==> config.mk <==
export PLATFORM = sky130hd
export DESIGN_NAME = telemetry_framer
export DESIGN_NICKNAME = d
export VERILOG_FILES = /design/src/rtl/telemetry_framer.sv
export SDC_FILE = /design/constraint.sdc
export NUM_CORES = 1
export LEC_CHECK = 0
export BUFFER_PORTS_ARGS = -buffer_cell sky130_fd_sc_hd__buf_4
export CAP_MARGIN = 40
export CORE_ASPECT_RATIO = 1.2
export CORE_UTILIZATION = 55
export CTS_CLUSTER_SIZE = 16
export DETAILED_ROUTE_END_ITERATION = 10
export GPL_TIMING_DRIVEN = 0
export PLACE_DENSITY = 0.83
export SKIP_LAST_GASP = 1
export SLEW_MARGIN = 0
export SYNTH_ARGS = -nofsm -noshare
export SYNTH_HDL_FRONTEND = slang
export SYNTH_SLANG_ARGS = --single-unit
==> constraint.sdc <==
create_clock -name clk -period 2.4 [get_ports clk]
set_input_delay 0.48 -clock clk [delete_from_list [all_inputs] [get_ports clk]]
set_output_delay 0.48 -clock clk [all_outputs]
set_load 0.05 [all_outputs]
==> src/rtl/telemetry_framer.sv <==
// Snapshots NUM_CH x CH_BYTES channel words on a periodic tick or trigger and streams
// SYNC0 SYNC1 seq LEN payload CHK to serial_tx; define FRAMER_CRC8_EN for a CRC-8 check byte.
module telemetry_framer #(
    parameter int         NUM_CH        = 12,
    parameter int         CH_BYTES      = 2,
    parameter int         PERIOD_CYCLES = 500000,
    parameter logic [7:0] SYNC0         = 8'hAA,
    parameter logic [7:0] SYNC1         = 8'h55
) (
    input  logic                         clk,
    input  logic                         rst_n,
    input  logic                         enable,
    input  logic                         trigger,
    input  logic [NUM_CH*CH_BYTES*8-1:0] ch_data,
    input  logic                         tx_busy,
    input  logic                         tx_block,
    output logic [7:0]                   tx_data,
    output logic                         new_tx_data,
    output logic                         frame_active,
    output logic [7:0]                   seq,
    output logic [7:0]                   overrun_cnt
);
    localparam int            LEN      = NUM_CH * CH_BYTES;
    localparam int            NBYTES   = LEN + 5;
    localparam int            IW       = $clog2(NBYTES);
    localparam int            CW       = $clog2(PERIOD_CYCLES);
    localparam logic [7:0]    LEN_B    = 8'(LEN);
    localparam logic [IW-1:0] IDX_SEQ  = IW'(2);
    localparam logic [IW-1:0] IDX_PAY0 = IW'(4);
    localparam logic [IW-1:0] IDX_LAST = IW'(NBYTES - 1);
    localparam logic [CW-1:0] CNT_LAST = CW'(PERIOD_CYCLES - 1);

    typedef enum logic [2:0] {
        S_IDLE,
        S_SEND,
        S_HOLD,
        S_WAIT,
        S_DONE
    } state_t;

    state_t           state;
    state_t           state_nxt;
    logic [CW-1:0]    period_cnt;
    logic             tick;
    logic             req;
    logic             start;
    logic             issue;
    logic             advance;
    logic             finish;
    logic [IW-1:0]    idx;
    logic [LEN*8-1:0] snap;
    logic [LEN*8-1:0] snap_in;
    logic [7:0]       chk;
    logic [7:0]       cur_byte;
    logic             in_payload;
    logic             in_chk_span;

    function automatic logic [7:0] chk_step(input logic [7:0] acc, input logic [7:0] b);
`ifdef FRAMER_CRC8_EN
        logic [7:0] c;
        c = acc ^ b;
        for (int i = 0; i < 8; i++) begin
            c = c[7] ? ((c << 1) ^ 8'h07) : (c << 1);
        end
        return c;
`else
        return acc ^ b;
`endif
    endfunction

    // Free-running period counter, independent of enable.
    always_ff @(posedge clk or negedge rst_n) begin
        if (!rst_n) begin
            period_cnt <= '0;
        end else if (period_cnt == CNT_LAST) begin
            period_cnt <= '0;
        end else begin
            period_cnt <= period_cnt + 1'b1;
        end
    end

    assign tick = (period_cnt == CNT_LAST);
    assign req  = tick | trigger;

    // Snapshot is stored in wire order so the payload is always shifted out of the top byte.
    always_comb begin
        snap_in = '0;
        for (int c = 0; c < NUM_CH; c++) begin
            for (int b = 0; b < CH_BYTES; b++) begin
                snap_in[(LEN - 1 - (c * CH_BYTES + b)) * 8 +: 8] =
                    ch_data[(c * CH_BYTES + (CH_BYTES - 1 - b)) * 8 +: 8];
            end
        end
    end

    always_comb begin
        in_payload  = (idx >= IDX_PAY0) && (idx < IDX_LAST);
        in_chk_span = (idx >= IDX_SEQ) && (idx < IDX_LAST);
        cur_byte    = snap[LEN*8-1 -: 8];
        if (idx == IW'(0)) begin
            cur_byte = SYNC0;
        end else if (idx == IW'(1)) begin
            cur_byte = SYNC1;
        end else if (idx == IDX_SEQ) begin
            cur_byte = seq;
        end else if (idx == IW'(3)) begin
            cur_byte = LEN_B;
        end else if (idx == IDX_LAST) begin
            cur_byte = chk;
        end
    end

    always_ff @(posedge clk or negedge rst_n) begin
        if (!rst_n) begin
            state <= S_IDLE;
        end else begin
            state <= state_nxt;
        end
    end

    always_comb begin
        state_nxt = state;
        start     = 1'b0;
        issue     = 1'b0;
        advance   = 1'b0;
        finish    = 1'b0;
        case (state)
            S_IDLE: begin
                if (req && enable) begin
                    start     = 1'b1;
                    state_nxt = S_SEND;
                end
            end
            S_SEND: begin
                if (!tx_busy && !tx_block) begin
                    issue     = 1'b1;
                    state_nxt = S_HOLD;
                end
            end
            // serial_tx raises busy a cycle after the strobe, so busy is not trusted here.
            S_HOLD: state_nxt = S_WAIT;
            S_WAIT: begin
                if (!tx_busy) begin
                    if (idx == IDX_LAST) begin
                        state_nxt = S_DONE;
                    end else begin
                        advance   = 1'b1;
                        state_nxt = S_SEND;
                    end
                end
            end
            S_DONE: begin
                finish    = 1'b1;
                state_nxt = S_IDLE;
            end
            default: state_nxt = S_IDLE;
        endcase
    end

    always_ff @(posedge clk or negedge rst_n) begin
        if (!rst_n) begin
            tx_data      <= 8'h00;
            new_tx_data  <= 1'b0;
            frame_active <= 1'b0;
            seq          <= 8'h00;
            overrun_cnt  <= 8'h00;
            idx          <= '0;
            snap         <= '0;
            chk          <= 8'h00;
        end else begin
            new_tx_data <= issue;
            if (issue) begin
                tx_data <= cur_byte;
            end
            if (start) begin
                snap         <= snap_in;
                idx          <= '0;
                chk          <= 8'h00;
                frame_active <= 1'b1;
            end else if (issue && in_payload) begin
                snap <= snap << 8;
            end
            if (issue && in_chk_span) begin
                chk <= chk_step(chk, cur_byte);
            end
            if (advance) begin
                idx <= idx + 1'b1;
            end
            if (finish) begin
                frame_active <= 1'b0;
                seq          <= seq + 1'b1;
            end
            if (req && frame_active && (overrun_cnt != 8'hFF)) begin
                overrun_cnt <= overrun_cnt + 1'b1;
            end
        end
    end
endmodule
==> results.sh <==
export IMPL_clk_insertion_delay_late_ns=0.52
export IMPL_seq_area_frac_synth_pct=54.09
export IMPL_max_stage_delay_ns=0.41
export IMPL_worst_setup_path_end_kind="flip-flop"
export IMPL_ys_warn_count=0
export IMPL_gr_usage_all_layers_pct=28.11
export IMPL_clockRootBuffer="clkbuf_16"
export IMPL_fmax_ghz=0.4395
export IMPL_start_kind="flip-flop"
export IMPL_rows=58
export IMPL_netlist_area_sq_um=11700
export IMPL_drc=0
export IMPL_seq_area_sq_um=6331
export IMPL_synth_compound_area_share_pct=19.64
export IMPL_hold_class="in -> reg"
export IMPL_yosysTopAreaCell="dfrtp_1"
export IMPL_grt_pass1_vias=9443
export IMPL_drtIter0Drc=603
export IMPL_hold_ws_ns=0.1840
export IMPL_arrival_ns=2.67
export IMPL_grt_max_degree=107
export IMPL_synth_ff_latch_count=253
export IMPL_finalClockSkew_ns=0.01060
export IMPL_worstPathMaxFanout=10
export IMPL_core_sq_um=20900
export IMPL_cts_buffer_depth=3
export IMPL_cts_tree="yes"
export IMPL_avgSynthCellArea_sq_um=12.13
export IMPL_synth_xor_area_share_pct=2.020
export IMPL_ant_nets=0
export IMPL_critPathBufInv=3
export IMPL_synth_area_leaders="dfrtp_1 (54%), a221o_1 (15%), and2_1 (9.0%)"
export IMPL_cts_sinks=253
export IMPL_maxSlewViolCount=0
export IMPL_dr_total_vias=9076
export IMPL_synth_simple_area_share_pct=15.71
export IMPL_synth_top_area_share_pct=54.09
export IMPL_setup_viol=0
export IMPL_die_x_um=135.2
export IMPL_power_leakage_nw=6.911
export IMPL_async_flop_share_pct=100.0
export IMPL_synth_top_family_by_area="compound AO/OA/AOI/OAI gates"
export IMPL_finalCritPeriodShare_pct=94.80
export IMPL_synth_ff_type="dfrtp_1"
export IMPL_firstDrtPassIters=5
export IMPL_viasPerCell=6.027
export IMPL_outcome="finished clean"
export IMPL_multi_input_area_sq_um=4833
export IMPL_pre_cts_ws_ns=-0.1927
export IMPL_clk_pin_slew_ns=0.06
export IMPL_worstPathCellList="ha_1, and4_1, nand2_2, o21ba_2, buf_6, nor2_8, buf_6, buf_4, a221o_1"
export IMPL_synth_cell_type_count=62
export IMPL_fp_dieH_um=161.8
export IMPL_yosys_top_cells_count="dfrtp_1 (253), a221o_1 (175), and2_1 (168)"
export IMPL_post_route_cells_drive_above_1_share_pct=29.07
export IMPL_vdd_ir_drop_max_mv=0.9676
export IMPL_timing_critical_path_mode_cell="buf_6"
export IMPL_cts_buffers=26
export IMPL_synth_most_common_cell="dfrtp_1"
export IMPL_grt_pass1_wl_um=48490
export IMPL_grt_overflow=0
export IMPL_setup_ws_ns=0.1248
export IMPL_htree_levels=1
export IMPL_crit_family="compound AO/OA/AOI/OAI gates"
export IMPL_nFillCells=1560
export IMPL_post_drt_wl_per_cell_um=20.03
export IMPL_synthesis_nets=1169
export IMPL_worstMarginPinSlew_ns=0.6972
export IMPL_portBuffers=223
export IMPL_powerDensity_nw_per_um2=1093
export IMPL_drv_cap=0
export IMPL_cpMaxStageDelayCell="dfrtp_1"
export IMPL_netlist_instances=965
export IMPL_nets=1425
export IMPL_synth_edf_count=0
export IMPL_post_route_min_period_ns=2.275
export IMPL_pin_count=224
export IMPL_hold_viol=0
export IMPL_syn2layout_area_growth_pct=25.70
export IMPL_start_util_pct=56.00
export IMPL_synthAdderAreaFrac_pct=0.6414
export IMPL_antenna_found_initial=0
export IMPL_max_slew_margin_pct=53.52
export IMPL_wirelength_um=30170
export IMPL_dp_hpwl_um=21820
export IMPL_critPathKind="reg -> reg"
export IMPL_place_congestion=0.8849
export IMPL_die_area_sq_um=21870
export IMPL_crit_required_ns=2.80
export IMPL_synthMuxAreaShare_pct=2.779
path summary, 6_finish.rpt:
check | start | to | slack, ns | depth (start not counted)
worst max-delay path | period_cnt[0] | snap[76] | 0.12 | 9
worst min-delay path | ch_data[34] | snap[146] | 0.18 | 2
worst max register to register | period_cnt[0] | snap[76] | 0.12 | 9
worst min register to register | chk[3] | chk[3] | 0.47 | 1
max in group asynchronous | rst_n | snap[128] | 1.12 | 3
min in group asynchronous | rst_n | period_cnt[10] | 0.45 | 2
metal layers:
metal | vias up | global-route usage, % | routed length [um]
met5 | - | 0 | 0
met4 | 0 | 10.52 | 1133
met3 | 81 | 5.680 | 1902
met2 | 317 | 47.95 | 15180
met1 | 4507 | 35.14 | 11960
li1 | 4171 | - | -
cell usage in the layout (no fill, tap or decap), drive strengths merged, types with 3 or more instances in the layout:
| cell | count |
|---|---|
| o31ai | 11 |
| and3 | 9 |
| a21o | 3 |
| ha | 6 |
| buf | 275 |
| xor2 | 14 |
| and2 | 168 |
| nor4 | 3 |
| nand3 | 32 |
| nor4b | 4 |
| o21ai | 24 |
| clkinv | 6 |
| nor2 | 25 |
| a311oi | 3 |
| clkinvlp | 3 |
| a21boi | 3 |
| nor3 | 11 |
| clkbuf | 56 |
| mux2 | 20 |
| nand3b | 3 |
| bufinv | 3 |
| or3 | 3 |
| nor3b | 3 |
| xnor2 | 13 |
| a221o | 175 |
| a21oi | 11 |
| nand2 | 26 |
| nand4 | 8 |
| dfrtp | 253 |
| and4 | 4 |
| inv | 14 |
| mux2i | 10 |
| o22a | 4 |
through the flow:
| step | util, % | instance area [sq um] | setup TNS (ns) | instances | power [mW] |
|---|---|---|---|---|---|
| after global routing | 70.38 | 14710 | -0.02425 | 1505 | 16.95 |
| after floorplan | - | 11710 | 0 | 965 | 10.33 |
| after global placement | 65.63 | 13720 | -305.82 | 1458 | 11.71 |
| after detailed placement | 65.93 | 13780 | -14.42 | 1460 | 11.96 |
| after CTS | 70.06 | 14640 | -0.01380 | 1503 | 16.08 |
| final | 70.40 | 14710 | 0 | 1506 | 16.08 |
worst register-to-register path, delay by kind of cell (launching register included):
kind | cells | cell delay (ns)
adder cells (fa/ha/maj) | 1 | 0.25
buffers and inverters | 3 | 0.52
AND/OR/NAND/NOR | 3 | 0.45
AO/OA/AOI/OAI | 2 | 0.53
flip-flops | 1 | 0.41
area by class of cell:
| type | count | share of cell area (%) |
|---|---|---|
| sequential | 253 | 43.03 |
| multi-input combinational | 624 | 32.85 |
| timing repair buffer | 229 | 12.02 |
| clock buffer | 32 | 4.788 |
| buffer | 71 | 3.682 |
| tap | 270 | 2.296 |
| clock inverter | 10 | 0.9014 |
| inverter | 16 | 0.4082 |
| antenna | 1 | 0.01701 |
what timing repair did:
| action | CTS | global route |
|---|---|---|
| hold buffers | 1 | 0 |
| setup buffers | 0 | 3 |
| resized for setup | 3 | 15 |
| pin swaps | 0 | 1 |
| cloned | 0 | 0 |
| setup endpoints to repair | 14 | 197 |
| endpoints found under the hold margin | 43 | 0 |
report_power, final:
part	internal (mW)	switching [mW]
clock network	2.39	1.64
registers	5.87	0.992
logic	2.61	2.60
total	10.9	5.22
registers in the layout, indices dropped and copies added (netlist names):
| signal | cells |
|---|---|
| snap | 192 |
| overrun_cnt | 8 |
| seq | 8 |
| state | 3 |
| new_tx_data | 1 |
| tx_data | 8 |
| frame_active | 1 |
| idx | 5 |
| chk | 8 |
| period_cnt | 19 |
kinds of logic (layout without fill, tap and decap cells):
logic type / count (synthesis) / in the layout
XOR/XNOR: 27 / 27
other: 0 / 1
adder cells (fa/ha/maj): 6 / 6
multiplexers: 30 / 30
buffers and inverters: 88 / 358
AND/OR/NAND/NOR: 307 / 307
AO/OA/AOI/OAI: 254 / 254
flip-flops: 253 / 253
(Power assumes the default switching activity.)
